## config.mk

```make
export PLATFORM = sky130hd
export DESIGN_NAME = if_fetch
export DESIGN_NICKNAME = d
export VERILOG_FILES = /design/src/rtl/if_fetch.sv
export SDC_FILE = /design/constraint.sdc
export NUM_CORES = 1
export LEC_CHECK = 0
export BUFFER_PORTS_ARGS = -buffer_cell sky130_fd_sc_hd__buf_2
export CORE_AREA = 2 2 208 210
export CTS_CLUSTER_SIZE = 40
export DETAILED_ROUTE_END_ITERATION = 7
export DIE_AREA = 0 0 210 212
export HOLD_SLACK_MARGIN = 0.15
export PLACE_DENSITY = 0.43
export SLEW_MARGIN = 20
export SYNTH_ARGS = -nofsm -noshare
export SYNTH_HDL_FRONTEND = slang
export SYNTH_SLANG_ARGS = --single-unit
export TNS_END_PERCENT = 50
```

## constraint.sdc

```tcl
create_clock -name clk -period 8.8 [get_ports clk]
set_clock_uncertainty 0.15 [all_clocks]
set_input_delay 1.76 -clock clk [delete_from_list [all_inputs] [get_ports clk]]
set_output_delay 1.76 -clock clk [all_outputs]
set_load 0.01 [all_outputs]
```

## src/rtl/if_fetch.sv

```systemverilog
// Instruction fetch stage. It issues PC-ordered requests and queues the returned words for IF/ID.
// Ports: clk/rstn, jump redirect, hold stall, mem req/gnt/rvalid bus, inst/addr/valid to decode.
module if_fetch #(
    parameter logic [31:0] RESET_PC = 32'h0000_0000,
    parameter logic [31:0] INST_NOP = 32'h0000_0013
) (
    input  logic        clk,
    input  logic        rstn,
    input  logic        jump_flag_i,
    input  logic [31:0] jump_addr_i,
    input  logic        hold_flag_i,
    output logic        mem_req_o,
    output logic [31:0] mem_addr_o,
    input  logic        mem_gnt_i,
    input  logic        mem_rvalid_i,
    input  logic [31:0] mem_rdata_i,
    output logic [31:0] inst_o,
    output logic [31:0] addr_o,
    output logic        inst_valid_o
);

    typedef enum logic [1:0] {BOOT, RUN, DRAIN} state_t;

    state_t      state, state_n;
    logic [31:0] pc, pc_n;
    logic [31:0] aq [2];
    logic [31:0] aq_n [2];
    logic [1:0]  qcnt, qcnt_n;
    logic [31:0] baddr [2];
    logic [31:0] baddr_n [2];
    logic [31:0] binst [2];
    logic [31:0] binst_n [2];
    logic [1:0]  bcnt, bcnt_n;
    logic [1:0]  dcnt, dcnt_n;

    logic        pop;
    logic        accept;
    logic        take;
    logic        drop;
    logic [1:0]  load;
    logic [1:0]  pending;

    assign pop     = (bcnt != 2'd0) && !hold_flag_i;
    // A head leaving this cycle frees its slot, which keeps the
    // two-slot loop running at one instruction per cycle.
    assign load    = qcnt + bcnt - {1'b0, pop};
    assign pending = dcnt + qcnt;

    assign mem_req_o  = (state == RUN) && !jump_flag_i
                        && (load < 2'd2);
    assign mem_addr_o = pc;
    assign accept     = mem_req_o && mem_gnt_i;
    assign drop       = mem_rvalid_i && (dcnt != 2'd0);
    assign take       = mem_rvalid_i && (dcnt == 2'd0)
                        && (qcnt != 2'd0);

    assign inst_valid_o = (bcnt != 2'd0);
    assign inst_o       = inst_valid_o ? binst[0] : INST_NOP;
    assign addr_o       = inst_valid_o ? baddr[0] : 32'd0;

    always_comb begin
        state_n = state;
        pc_n    = pc;
        aq_n    = aq;
        qcnt_n  = qcnt;
        baddr_n = baddr;
        binst_n = binst;
        bcnt_n  = bcnt;
        dcnt_n  = dcnt;

        if (jump_flag_i) begin
            pc_n   = jump_addr_i & 32'hFFFF_FFFC;
            qcnt_n = 2'd0;
            bcnt_n = 2'd0;
            // A response landing in the redirect cycle is one of the
            // stale ones, so it is already accounted for here.
            dcnt_n = pending
                     - {1'b0, mem_rvalid_i && (pending != 2'd0)};
        end else begin
            if (accept)
                pc_n = pc + 32'd4;
            if (take) begin
                aq_n[0] = aq[1];
                qcnt_n  = qcnt - 2'd1;
            end
            if (accept) begin
                aq_n[qcnt_n[0]] = pc;
                qcnt_n          = qcnt_n + 2'd1;
            end
            if (pop) begin
                baddr_n[0] = baddr[1];
                binst_n[0] = binst[1];
                bcnt_n     = bcnt - 2'd1;
            end
            if (take) begin
                baddr_n[bcnt_n[0]] = aq[0];
                binst_n[bcnt_n[0]] = mem_rdata_i;
                bcnt_n             = bcnt_n + 2'd1;
            end
            if (drop)
                dcnt_n = dcnt - 2'd1;
        end

        unique case (state)
            BOOT:       state_n = RUN;
            RUN, DRAIN: state_n = (dcnt_n != 2'd0) ? DRAIN : RUN;
            default:    state_n = BOOT;
        endcase
    end

    always_ff @(posedge clk or negedge rstn) begin
        if (!rstn) begin
            state    <= BOOT;
            pc       <= RESET_PC;
            aq[0]    <= 32'd0;
            aq[1]    <= 32'd0;
            qcnt     <= 2'd0;
            baddr[0] <= 32'd0;
            baddr[1] <= 32'd0;
            binst[0] <= 32'd0;
            binst[1] <= 32'd0;
            bcnt     <= 2'd0;
            dcnt     <= 2'd0;
        end else begin
            state <= state_n;
            pc    <= pc_n;
            aq    <= aq_n;
            qcnt  <= qcnt_n;
            baddr <= baddr_n;
            binst <= binst_n;
            bcnt  <= bcnt_n;
            dcnt  <= dcnt_n;
        end
    end

endmodule

```

# After elaboration in Yosys (flattened, before gate mapping)
# Cells that the tools add are included.
# op_classes
n_eq_ne	2
bitwise_logic	3
reduce_logical	23
mux	32
n_addsub	10
magnitude_cmp	5
# op_table
cell	count
2-to-1 mux 32 bit	12
bitwise mux 64 bit	3
2-to-1 mux 64 bit	3
demux 32 bit (select 1 bit)	2
adder 32 x 3 -> 32 bit, second input constant	1
2-to-1 mux 2 bit	11
nonzero test 2 bit	6
logical AND 1 bit	10
subtractor 2 x 1 -> 2 bit, second input constant	3
adder 2 x 1 -> 2 bit, second input constant	2
adder 2 bit	2
greater-or-equal comparator 2 bit, second input constant	2
logical NOT 2 bit	2
less-than comparator 2 x 1 -> 1 bit, second input constant	2
inverter 1 -> 2 bit	2
one-hot mux 2 bit (2 select lines)	1
AND reduction 2 bit	2
subtractor 2 x 1 -> 2 bit	2
== test 2 x 1 -> 1 bit, second input constant	1
== test 2 bit, second input constant	1
logical NOT 1 bit	2
less-than comparator 2 bit, second input constant	1
OR reduction 2 bit	1
inverter 1 bit	1
# totals
reg_bits	232
output_inout_bits	98
elab_cells	86

# Depth between registers and ports, before layout
# depth
ltp_word	12
depth_mapped	11

# Worst setup path before layout
# Ideal clock, no wire load.
# synth_timing
path_kind	in2out
start	in hold_flag_i
end	out mem_req_o
setup_slack_ns	3.435
stages	7
t_required_ns	6.890
n_path_buf	2
t_arrival_ns	3.455
cell_sequence	nor2_1 -> ha_1 -> nor2b_1 -> xnor3_1 -> buf_2 -> buf_1 -> nor3b_1
# synth_between
elab_chain_len	5
# synth_rtl
item	line_no	source
from (decl)	11	input logic hold_flag_i,
logical NOT 1 bit	43	assign pop = (bcnt != 2'd0) && !hold_flag_i;
logical AND 1 bit	43	
subtractor 2 x 1 -> 2 bit	46	assign load = qcnt + bcnt - {1'b0, pop};
less-than comparator 2 bit	50	&& (load < 2'd2);
logical AND 1 bit	50	
to (decl)	12	output logic mem_req_o,
# No other way between the ends.

# Final worst setup path
# Ends and elaborated chain as after synthesis.

==> qor.yml <==
path_class: "in2out"
yosys.area.top_type_share_pct: 54.7
cts_tree: "done"
synth_compound_area_share_pct: 13.1
period_share_pct: 63.7
clock_sinks: 228
p_total_mw: 3.77
yosys.area_share.adder_pct: 1.20
grt_first_pass_wirelength_um: 46000
die-area_um2: 44500
synth_area_per_cell_um2: 11.1
area_growth_pct: 23.2
synth.ff_latch_count: 228
tns_ns: 0
drv_slew: 0
cts-root-buf: "clkbuf_16"
p_per_area_nw_per_um2: 293
ant_nets: 0
vias_per_cell: 4.56
htreeDepth: 1
p_leak_nw: 5.78
die_h_um: 212
max_freq_mhz: 178
synth_mux_area_share_pct: 10.4
placed_area_um2: 11800
cts_max_path_buffers: 3
antenna_found_initial: 1
cap_violations: 0
seq_area_frac_synth_pct: 54.7
route.met3.wl_um: 1400
worstPathArrival_ns: 3.69
cp.required_ns: 6.89
yosysTopAreaCell: "dfrtp_1"
clk_pin_slew_ns: 0.05
grt_pass1_vias: 7543
cts_made_buffers: 29
rsz0062_at_grt: "no"
core_region_area_um2: 42500
drt_iter0_drc: 334
initial_core_util_pct: 24.6
met1Wirelength_um: 14900
synth_area_um2: 10400
cts_resized: 0
drive_gt1_share_pct: 30.6
tightest_slew_ns: 0.989
critPathMaxFanout: 30
min_path_type: "reg2reg"
routed_wl_um: 29200
synth.most_common_cell: "dfrtp_1"
synth.distinct_cells: 49
yosys-top-cells-area: "dfrtp_1, mux2_2, a22oi_1"
antennaDiodeCount: 0
max-slew-margin-rel_pct: 34.1
final_nets: 1163
multi_input_area_um2: 4450
synthSimpleGateAreaFrac_pct: 14.3
synth-edff-count: 0
synth_ff_type: "dfrtp_1"
wl_met2_um: 12500
remaining_drc_errors: 0
final_hold_viol_count: 0
top_layer: "met5"
ios: 168
grt_start_max_net_pins: 114
finalSetupViolations: 0
wl_per_cell_um: 17.7
layout_min_cycle_time_ns: 5.60
synthCells: 941
drtPass1Iterations: 4
synth_xor_area_share_pct: 3.03
crit_path_start_kind: "input port"
synth_warnings: 0
cp-end-kind: "primary output"
std_cell_rows: 76
die_w_um: 210
place.gp.congestion: 0.691
stdcell_area_um2: 12900
grt_usage_pct: 13.2
post-cts-setup-buffers: 0
synth_commonest_cells: "dfrtp_1, nand2_1, o21ai_0, mux2_2, a22oi_1"
holdBufCountCts: 0
vias: 7524
synthArstFlopShare_pct: 100
grt_overflow_total: 0
worstSkewPairLatency_ns: 0.56
dp_hpwl_um: 18100
fillCellCount: 4437
synth_top_family_by_area: "simple AND/OR/NAND/NOR gates"
register_area_um2: 5710
peakVddDrop_uv: 181
portBuffers: 163
outcome: "completed"
==> worst max-delay path: stages <==
cell,delay [ns]
buf_2,0.13
nor2_1,0.31
ha_1,0.36
nor2b_1,0.17
xnor3_1,0.31
buf_4,0.25
nor3b_1,0.22
buf_2,0.16
==> report_power, final <==
| part | internal, mW | switching (mW) | total (mW) |
|---|---|---|---|
| Sequential | 1.37 | 0.209 | 1.58 |
| Clock | 0.805 | 0.464 | 1.27 |
| Combinational | 0.400 | 0.530 | 0.930 |
==> logic make-up after synthesis <==
group / count (synthesis)
compound gates: 203
xor+xnor: 33
simple gates: 284
other cells: 1
flops: 228
fa+ha+maj: 10
buf+inv: 85
mux: 97
==> through the flow <==
step                      utilization, %  instances  hold slack [ns]  setup WS [ns]
after floorplan                        -        942            0.292           3.43
after global placement              27.8       1598            0.305           3.17
after detailed placement            27.9       1598            0.312           3.19
after CTS                           30.3       1649            0.325           3.17
after global routing                30.3       1649            0.336           3.00
final                               30.3       1649            0.318           3.20
==> final timing paths <==
| path | start | endpoint | slack [ns] | depth (start not counted) |
|---|---|---|---|---|
| worst max-delay path | hold_flag_i | mem_req_o | 3.20 | 8 |
| worst min-delay path | binst[62] | binst[62] | 0.32 | 2 |
| worst max register to register | bcnt[1] | aq[62] | 4.59 | 13 |
| worst min register to register | binst[62] | binst[62] | 0.32 | 2 |
| max in group asynchronous | rstn | binst[8] | 5.90 | 2 |
| min in group asynchronous | rstn | binst[33] | 1.12 | 1 |
==> registers in the layout, summed over array words and instances (netlist names) <==
| signal | cells |
|---|---|
| bcnt | 2 |
| qcnt | 2 |
| aq | 62 |
| binst | 64 |
| state | 2 |
| baddr | 64 |
| mem_addr_o | 30 |
| dcnt | 2 |
==> routing by layer <==
metal / up-vias / GRT usage (%)
li1: 3636 / -
met4: 2 / 3.03
met5: - / 0
met1: 3701 / 19.5
met2: 153 / 19.6
met3: 32 / 2.67
==> placed cells by master (no fill, tap or decap), types with 3 or more instances in the layout <==
cell         n
mux2_2      91
mux2_1       3
ha_1         9
clkbuf_8     7
o31ai_1      4
nor2b_1     62
xnor2_1     30
mux2i_1      3
nand3_1      9
clkbuf_1     5
clkbuf_16   29
a221o_1     23
o21ai_0     92
bufinv_16    5
a22oi_1     64
or4_1        3
buf_2      161
nor3_1       7
dfrtp_1    228
nand2b_1     8
or2_2        5
o221a_2      7
clkinv_2     4
nor2_1      14
and2_1      28
nor4_1      16
and3_1       6
a31oi_1      5
nand4_1     11
nand2_1     99
inv_1       17
buf_4       15
==> area by class of cell <==
type | instances | share of cell area (%)
Tap cell | 546 | 5.31
Sequential cell | 228 | 44.4
Timing Repair Buffer | 177 | 7.26
Clock buffer | 41 | 6.54
Clock inverter | 10 | 1.39
Inverter | 18 | 0.525
Multi-Input combinational cell | 629 | 34.6
Power figures use the tool's default switching activity.
